<file path="src/rtl/data_memory_arbiter_if.sv">
// Requester-side bundle of the data memory arbiter: two request/ack ports with address, data and read-back.
interface data_memory_arbiter_if #(
    parameter int unsigned WORDSIZE   = 64,
    parameter int unsigned ADDR_WIDTH = 5
);
    logic                  req0;
    logic                  req1;
    logic                  we0;
    logic                  we1;
    logic [ADDR_WIDTH-1:0] addr0;
    logic [ADDR_WIDTH-1:0] addr1;
    logic [WORDSIZE-1:0]   wdata0;
    logic [WORDSIZE-1:0]   wdata1;
    logic                  ack0;
    logic                  ack1;
    logic [WORDSIZE-1:0]   rdata0;
    logic [WORDSIZE-1:0]   rdata1;

    modport master (
        output req0, req1, we0, we1, addr0, addr1, wdata0, wdata1,
        input  ack0, ack1, rdata0, rdata1
    );

    modport slave (
        input  req0, req1, we0, we1, addr0, addr1, wdata0, wdata1,
        output ack0, ack1, rdata0, rdata1
    );
endinterface

</file>
<file path="src/rtl/data_memory_arbiter.sv">
// Two-requester arbiter for the single-port data memory, one access per three cycles.
// Define DMEM_ARB_FIXED_PRIORITY_EN to make port 0 win every tie (default: round-robin).
module data_memory_arbiter #(
    parameter int unsigned WORDSIZE   = 64,
    parameter int unsigned ADDR_WIDTH = 5,
    parameter int unsigned CNT_WIDTH  = 16
) (
    input  logic                  clk,
    input  logic                  rst_n,
    data_memory_arbiter_if.slave  bus,
    output logic [ADDR_WIDTH-1:0] mem_addr_o,
    output logic [WORDSIZE-1:0]   mem_wdata_o,
    output logic                  mem_we_o,
    output logic                  mem_re_o,
    input  logic [WORDSIZE-1:0]   mem_rdata_i,
    output logic [CNT_WIDTH-1:0]  gcnt0_o,
    output logic [CNT_WIDTH-1:0]  gcnt1_o
);
    typedef enum logic [1:0] {IDLE, ACCESS, DONE} state_e;

    state_e                state_q, state_d;
    logic                  gid_q, gid_d;
    logic                  last_grant_q, last_grant_d;
    logic                  ack0_q, ack0_d, ack1_q, ack1_d;
    logic [WORDSIZE-1:0]   rdata0_q, rdata0_d, rdata1_q, rdata1_d;
    logic [CNT_WIDTH-1:0]  gcnt0_q, gcnt0_d, gcnt1_q, gcnt1_d;
    logic [ADDR_WIDTH-1:0] mem_addr_q, mem_addr_d;
    logic [WORDSIZE-1:0]   mem_wdata_q, mem_wdata_d;
    logic                  mem_we_q, mem_we_d, mem_re_q, mem_re_d;

    // Next-state and output logic; memory pins are loaded on entry to ACCESS and cleared on exit.
    always_comb begin
        state_d      = state_q;
        gid_d        = gid_q;
        last_grant_d = last_grant_q;
        ack0_d       = 1'b0;
        ack1_d       = 1'b0;
        rdata0_d     = rdata0_q;
        rdata1_d     = rdata1_q;
        gcnt0_d      = gcnt0_q;
        gcnt1_d      = gcnt1_q;
        mem_addr_d   = '0;
        mem_wdata_d  = '0;
        mem_we_d     = 1'b0;
        mem_re_d     = 1'b0;

        case (state_q)
            IDLE: begin
                if (bus.req0 || bus.req1) begin
`ifdef DMEM_ARB_FIXED_PRIORITY_EN
                    gid_d = ~bus.req0;
`else
                    gid_d = (bus.req0 && bus.req1) ? ~last_grant_q : bus.req1;
`endif
                    state_d     = ACCESS;
                    mem_addr_d  = gid_d ? bus.addr1  : bus.addr0;
                    mem_wdata_d = gid_d ? bus.wdata1 : bus.wdata0;
                    mem_we_d    = gid_d ? bus.we1    : bus.we0;
                    mem_re_d    = ~mem_we_d;
                end
            end
            ACCESS: begin
                state_d      = DONE;
                last_grant_d = gid_q;
                if (mem_re_q) begin
                    if (gid_q) rdata1_d = mem_rdata_i;
                    else       rdata0_d = mem_rdata_i;
                end
                ack0_d = ~gid_q;
                ack1_d = gid_q;
            end
            DONE: begin
                state_d = IDLE;
                if (!gid_q && !(&gcnt0_q)) gcnt0_d = gcnt0_q + CNT_WIDTH'(1);
                if ( gid_q && !(&gcnt1_q)) gcnt1_d = gcnt1_q + CNT_WIDTH'(1);
            end
            default: state_d = IDLE;
        endcase
    end

    always_ff @(posedge clk) begin
        if (!rst_n) begin
            state_q      <= IDLE;
            gid_q        <= 1'b0;
            last_grant_q <= 1'b1;
            ack0_q       <= 1'b0;
            ack1_q       <= 1'b0;
            rdata0_q     <= '0;
            rdata1_q     <= '0;
            gcnt0_q      <= '0;
            gcnt1_q      <= '0;
            mem_addr_q   <= '0;
            mem_wdata_q  <= '0;
            mem_we_q     <= 1'b0;
            mem_re_q     <= 1'b0;
        end else begin
            state_q      <= state_d;
            gid_q        <= gid_d;
            last_grant_q <= last_grant_d;
            ack0_q       <= ack0_d;
            ack1_q       <= ack1_d;
            rdata0_q     <= rdata0_d;
            rdata1_q     <= rdata1_d;
            gcnt0_q      <= gcnt0_d;
            gcnt1_q      <= gcnt1_d;
            mem_addr_q   <= mem_addr_d;
            mem_wdata_q  <= mem_wdata_d;
            mem_we_q     <= mem_we_d;
            mem_re_q     <= mem_re_d;
        end
    end

    // Strobes are gated by reset so an access cut short by reset never reaches the memory.
    assign mem_we_o    = mem_we_q & rst_n;
    assign mem_re_o    = mem_re_q & rst_n;
    assign mem_addr_o  = mem_addr_q;
    assign mem_wdata_o = mem_wdata_q;
    assign bus.ack0    = ack0_q;
    assign bus.ack1    = ack1_q;
    assign bus.rdata0  = rdata0_q;
    assign bus.rdata1  = rdata1_q;
    assign gcnt0_o     = gcnt0_q;
    assign gcnt1_o     = gcnt1_q;
endmodule
</file>
<file path="src/flat_wrapper.sv">
// flat-port wrapper written by rule: the top's interface ports become plain ports
module data_memory_arbiter_flat 
#(
    parameter int unsigned WORDSIZE   = 64,
    parameter int unsigned ADDR_WIDTH = 5,
    parameter int unsigned CNT_WIDTH  = 16
)
  (clk, rst_n, mem_addr_o, mem_wdata_o, mem_we_o, mem_re_o, mem_rdata_i, gcnt0_o, gcnt1_o, bus_req0, bus_req1, bus_we0, bus_we1, bus_addr0, bus_addr1, bus_wdata0, bus_wdata1, bus_ack0, bus_ack1, bus_rdata0, bus_rdata1);
  data_memory_arbiter_if #(.WORDSIZE(WORDSIZE), .ADDR_WIDTH(ADDR_WIDTH)) bus_i ();
  input  logic clk;
  input  logic rst_n;
  output logic [ADDR_WIDTH-1:0] mem_addr_o;
  output logic [WORDSIZE-1:0] mem_wdata_o;
  output logic mem_we_o;
  output logic mem_re_o;
  input  logic [WORDSIZE-1:0] mem_rdata_i;
  output logic [CNT_WIDTH-1:0] gcnt0_o;
  output logic [CNT_WIDTH-1:0] gcnt1_o;
  input wire logic [$bits(bus_i.req0)-1:0] bus_req0;
  input wire logic [$bits(bus_i.req1)-1:0] bus_req1;
  input wire logic [$bits(bus_i.we0)-1:0] bus_we0;
  input wire logic [$bits(bus_i.we1)-1:0] bus_we1;
  input wire logic [$bits(bus_i.addr0)-1:0] bus_addr0;
  input wire logic [$bits(bus_i.addr1)-1:0] bus_addr1;
  input wire logic [$bits(bus_i.wdata0)-1:0] bus_wdata0;
  input wire logic [$bits(bus_i.wdata1)-1:0] bus_wdata1;
  output wire logic [$bits(bus_i.ack0)-1:0] bus_ack0;
  output wire logic [$bits(bus_i.ack1)-1:0] bus_ack1;
  output wire logic [$bits(bus_i.rdata0)-1:0] bus_rdata0;
  output wire logic [$bits(bus_i.rdata1)-1:0] bus_rdata1;
  assign bus_i.req0 = bus_req0;
  assign bus_i.req1 = bus_req1;
  assign bus_i.we0 = bus_we0;
  assign bus_i.we1 = bus_we1;
  assign bus_i.addr0 = bus_addr0;
  assign bus_i.addr1 = bus_addr1;
  assign bus_i.wdata0 = bus_wdata0;
  assign bus_i.wdata1 = bus_wdata1;
  assign bus_ack0 = bus_i.ack0;
  assign bus_ack1 = bus_i.ack1;
  assign bus_rdata0 = bus_i.rdata0;
  assign bus_rdata1 = bus_i.rdata1;
  data_memory_arbiter #(.WORDSIZE(WORDSIZE), .ADDR_WIDTH(ADDR_WIDTH), .CNT_WIDTH(CNT_WIDTH)) u_core (.clk(clk), .rst_n(rst_n), .bus(bus_i), .mem_addr_o(mem_addr_o), .mem_wdata_o(mem_wdata_o), .mem_we_o(mem_we_o), .mem_re_o(mem_re_o), .mem_rdata_i(mem_rdata_i), .gcnt0_o(gcnt0_o), .gcnt1_o(gcnt1_o));
endmodule
</file>
<file path="config.mk">
export PLATFORM = sky130hd
export DESIGN_NAME = data_memory_arbiter_flat
export DESIGN_NICKNAME = d
export VERILOG_FILES = /design/src/rtl/data_memory_arbiter_if.sv /design/src/rtl/data_memory_arbiter.sv /design/src/flat_wrapper.sv
export SDC_FILE = /design/constraint.sdc
export NUM_CORES = 1
export LEC_CHECK = 0
export BUFFER_PORTS_ARGS = -buffer_cell sky130_fd_sc_hd__buf_2
export CORE_AREA = 2 2 171 173
export CTS_BUF_LIST = sky130_fd_sc_hd__clkbuf_8
export CTS_CLUSTER_SIZE = 12
export DETAILED_ROUTE_END_ITERATION = 12
export DIE_AREA = 0 0 173 175
export PLACE_DENSITY = 0.58
export SYNTH_ARGS = -nofsm -noshare
export SYNTH_HDL_FRONTEND = slang
export SYNTH_SLANG_ARGS = --single-unit
</file>
<file path="constraint.sdc">
create_clock -name clk -period 2.2 [get_ports clk]
set_clock_uncertainty 0.1 [all_clocks]
set_input_delay 0.44 -clock clk [delete_from_list [all_inputs] [get_ports clk]]
set_output_delay 0.44 -clock clk [all_outputs]
set_load 0.03 [all_outputs]
</file>
# Word-level counts from Yosys, hierarchy flattened
# Index checks and enable logic that the tools add are counted.
[totals]
register_bits = 237
latch_bits = 0
mem_bits_rw = 0
mem_bits_ro = 0
out_inout_bits = 233
mem_count = 0
[classes]
add_sub_neg = 2
multipliers = 0
div = 0
magnitude_cmp = 0
n_eq_ne = 3
shifts = 0
muxes = 6
n_bitwise = 5
n_reduce_logical = 17
[op_table]
columns = ["cell", "n"]
rows = [
  ["two-way mux 64 bit", 1],
  ["adder 16 x 1 -> 16 bit (second input constant)", 2],
  ["AND reduction 16 bit", 2],
  ["AND reduction 3 bit", 3],
  ["AND reduction 2 bit", 4],
  ["two-way mux 5 bit", 1],
  ["case mux 2 bit (2 select lines)", 1],
  ["logical AND 1 bit", 3],
  ["logical NOT 1 bit", 3],
  ["NOT 1 bit", 3],
  ["AND 1 bit", 2],
  ["== test 2 x 1 -> 1 bit (second input constant)", 1],
  ["== test 2 bit (second input constant)", 1],
  ["logical NOT 2 bit", 1],
  ["two-way mux 1 bit", 2],
  ["two-way mux 2 bit", 1],
  ["inequality test 2 x 1 -> 1 bit (second input constant)", 1],
  ["logical OR 1 bit", 1],
]

# Depth between registers and ports, before layout
[depth]
depth_word = 4
mapped_depth = 7

# Least setup slack after synthesis
# Ideal clock, no wire load.
[synth_path]
kind = "flip-flop to flip-flop"
start = "register u_core.gcnt0_q[0], in the netlist u_core.gcnt0_o[0]"
end = "register u_core.gcnt0_q[9], in the netlist u_core.gcnt0_o[9]"
t_arrival_ps = 1731
required_ps = 1965
setup_slack_ps = 234
stages_incl_launch_ff = 8
cell_sequence = "dfxtp_1 ha_1 and4_4 and4_4 buf_6 buf_2 o311ai_0 o41ai_1"
[synth_via]
elab_chain_cells = 4
word_cells_on_any_way = 5
classes_between = "1 x add/sub; 4 x reduce/logical"
[synth_lines]
columns = ["item", "line", "source"]
rows = [
  ["start, declared", "data_memory_arbiter.sv:26", "logic [CNT_WIDTH-1:0] gcnt0_q, gcnt0_d, gcnt1_q, gcnt1_d;"],
  ["start signal, assigned", "data_memory_arbiter.sv:104", "gcnt0_q <= gcnt0_d;"],
  ["parallel branches: the longest is 4 deep, another holds adder 16 x 1 -> 16 bit", "n/a", ""],
]
# Parallel ways; which one is timed is not known.
# A chain may end at the register's enable or synchronous reset.

# Worst setup path after layout
[layout_path]
start = "register u_core.gid_q"
end = "register u_core.gcnt1_q[11], in the netlist u_core.gcnt1_o[11]"
[layout_via]
elab_chain_cells = 2
[layout_lines]
columns = ["item", "line", "source"]
rows = [
  ["start, declared", "data_memory_arbiter.sv:22", "logic gid_q, gid_d;"],
  ["start signal, assigned", "data_memory_arbiter.sv:98", "gid_q <= gid_d;"],
  ["logical AND 1 bit", "data_memory_arbiter.sv:75", "if ( gid_q && !(&gcnt1_q)) gcnt1_d = gcnt1_q + CNT_WIDTH'(1);"],
  ["AND reduction 2 bit (no source line)", "n/a", ""],
  ["end signal, assigned", "data_memory_arbiter.sv:105", "gcnt1_q <= gcnt1_d;"],
  ["end, declared", "data_memory_arbiter.sv:26", ""],
]
# No other way between the ends.

==> impl_metrics.env <==
export IMPL_status="complete, no violations"
export IMPL_gp_congestion=0.857
export IMPL_grt_overflow=0
export IMPL_cts_made_buffers=44
export IMPL_fin_util_pct=43.1
export IMPL_synthCells=1091
export IMPL_seq_area_frac_synth_pct=54.1
export IMPL_ys_flop_type="dfxtp_1"
export IMPL_post_route_drc_count=0
export IMPL_post_cts_setup_buffer_count=0
export IMPL_tightest_slew_ns=0.751
export IMPL_ys_ff_latch=237
export IMPL_clock_path_buffers=3
export IMPL_syn_nets=1301
export IMPL_finalCritPeriodShare_pct=86.9
export IMPL_coreArea_um2=28400
export IMPL_synth_edf_count=0
export IMPL_seqPwrFrac_pct=46.9
export IMPL_synthesis_area_per_instance_um2=8.04
export IMPL_nets=1728
export IMPL_cts_hold_buffers=3
export IMPL_multiInputGateArea_um2=3690
export IMPL_htree_levels=2
export IMPL_hold_ws_ns=0.0437
export IMPL_async_reset_ff_share_pct=0
export IMPL_rows=62
export IMPL_port_buffers=440
export IMPL_grt_pass1_wl_mm=47.3
export IMPL_ios=441
export IMPL_slew_headroom_pct=50.0
export IMPL_cts_sinks=237
export IMPL_tritoncts="built"
export IMPL_post_drt_wl_per_cell_um=16.2
export IMPL_switching_power_mw=2.51
export IMPL_drtIter0Drc=534
export IMPL_avgViaCountPerCell=4.63
export IMPL_startpoint_type="flop"
export IMPL_cp_max_fo=11
export IMPL_endpoint_kind="flop"
export IMPL_layout_drive_gt1_share_pct=34.5
export IMPL_fillerInstances=2952
export IMPL_ys_types=47
export IMPL_yosys_top_cells_count="425 x nand2_1, 237 x dfxtp_1, 211 x a21oi_1"
export IMPL_drt_wl_total_mm=31.4
export IMPL_regArea_um2=4740
export IMPL_die_x_um=173
export IMPL_netlist_area_leader_share_pct=54.1
export IMPL_synth_area_leaders="dfxtp_1 54%, nand2_1 18%, a21oi_1 12%"
export IMPL_dieHeight_um=175
export IMPL_antenna_found_initial=2
export IMPL_min_period_ns=1.91
export IMPL_pwr_density_cell_nw_per_um2=776
export IMPL_place_hpwl_mm=23.0
export IMPL_grt_max_degree=69
export IMPL_syn2layout_area_growth_pct=39.6
export IMPL_setup_violations=0
export IMPL_rsz0062_at_grt="false"
export IMPL_p_leak_nw=5.68
export IMPL_path_clk_slew_ns=0.06
export IMPL_fin_area_um2=12200
export IMPL_cp_required_ns=2.57
export IMPL_num_vias=8942
export IMPL_synth_most_common_cell="nand2_1"
export IMPL_max_cap_viol_count=0
export IMPL_detail_route_antenna_nets=0
export IMPL_cts_root_buf="clkbuf_8"
export IMPL_p_clk_share_pct=42.5
export IMPL_groute_usage_overall_pct=19.6
export IMPL_dieArea_um2=30300
export IMPL_arrival_ns=2.28
export IMPL_p_sw_share_pct=26.4
export IMPL_finalMaxSlewViolations=0
export IMPL_placedInstanceArea_um2=11400
export IMPL_max_freq_mhz=523
export IMPL_grt_pass1_vias=8457
export IMPL_power_internal_mw=7.00
export IMPL_dr_pass1_iters=7
export IMPL_cts_resized=0
export IMPL_min_path_type="in -> reg"
export IMPL_synth_top_area_cell="dfxtp_1"
export IMPL_yosys_warnings=0
export IMPL_hold_viol_final=0
export IMPL_crit_type="reg -> reg"
export IMPL_p_comb_share_pct=10.6
export IMPL_initial_core_util_pct=30.9
export IMPL_vdd_drop_max_v=0.000607
export IMPL_setup_tns_ns=0
export IMPL_clk_latency_ns=0.54
export IMPL_mappedNetlistArea_um2=8770
cell type report:
class | instances | area share [%]
multi-input combinational | 772 | 30.1
antenna | 3 | 0.0613
clock inverter | 22 | 1.00
inverter | 3 | 0.112
timing repair buffer | 460 | 20.2
clock buffer | 52 | 5.85
tap | 384 | 3.92
sequential | 237 | 38.8
cell families (layout without fill, tap and decap cells):
logic type | after synthesis | in the layout | share of synthesized area [%]
other | 0 | 3 | 0
DFF | 237 | 237 | 54.1
muxes | 12 | 12 | 1.37
AOI/OAI and AO/OA | 247 | 247 | 15.3
adders and majority gates | 2 | 2 | 0.285
and+or+nand+nor | 511 | 511 | 25.0
buffers and inverters | 82 | 537 | 3.97
layer usage:
layer	vias up	global-route usage [%]	part of all wire (%)
met2	374	33.9	49
met3	65	4.96	7.2
met4	0	8.26	3.6
li1	4482	-	-
met1	4021	23.1	41
met5	-	0	0
final timing paths:
kind / from / endpoint / slack (ns) / cells past startpoint
min reg2reg: u_core.bus.rdata0[0]$_SDFFE_PN0P_ / u_core.bus.rdata0[0]$_SDFFE_PN0P_ / 0.35 / 2
max: u_core.gid_q$_SDFFE_PN0P_ / u_core.gcnt1_o[11]$_SDFFE_PN0P_ / 0.29 / 4
min: bus_wdata1[8] / u_core.mem_wdata_o[8]$_SDFF_PN0_ / 0.04 / 3
max reg2reg: u_core.gid_q$_SDFFE_PN0P_ / u_core.gcnt1_o[11]$_SDFFE_PN0P_ / 0.29 / 4
power by group through the flow:
stage,combinational (mW),sequential (mW),clock (mW)
2_1_floorplan,0.306,4.76,0
3_3_place_gp,1.01,4.55,0
3_5_place_dp,1.01,4.55,0
4_1_cts,1.02,4.46,4.17
5_1_grt,1.09,4.47,4.37
6_report,1.00,4.46,4.04
worst max-delay path, stage by stage, from the launching register on:
cell and delay (ns):
dfxtp_1 0.55, and3b_1 0.35, nand4_2 0.20, or4_1 0.50, a21oi_1 0.15
sequential cells by signal, summed over array words and instances (netlist names):
| signal | count |
|---|---|
| u_core.bus.rdata0 | 64 |
| u_core.mem_addr_o | 5 |
| u_core.gid_q | 1 |
| u_core.mem_wdata_o | 64 |
| u_core.mem_we_q | 1 |
| u_core.mem_re_q | 1 |
| u_core.bus.ack0 | 1 |
| u_core.gcnt1_o | 16 |
| u_core.bus.ack1 | 1 |
| u_core.bus.rdata1 | 64 |
| u_core.gcnt0_o | 16 |
| u_core.state_q | 2 |
| u_core.last_grant_q | 1 |
cell usage in the layout (no fill, tap or decap), types with 10 or more instances in the layout:
| cell type | n |
|---|---|
| and3_1 | 10 |
| a21oi_1 | 211 |
| buf_2 | 440 |
| nand2b_1 | 10 |
| inv_1 | 16 |
| clkbuf_8 | 52 |
| dfxtp_1 | 237 |
| nand2_1 | 424 |
| mux2i_1 | 12 |
through the flow:
step	cells	power, mW	setup WS [ns]
3_5_place_dp	1853	5.56	0.291
3_3_place_gp	1853	5.56	0.336
4_1_cts	1930	9.64	0.250
6_report	1933	9.50	0.288
5_1_grt	1932	9.93	0.134
2_1_floorplan	1091	5.07	0.234
(Power assumes the default switching activity.)
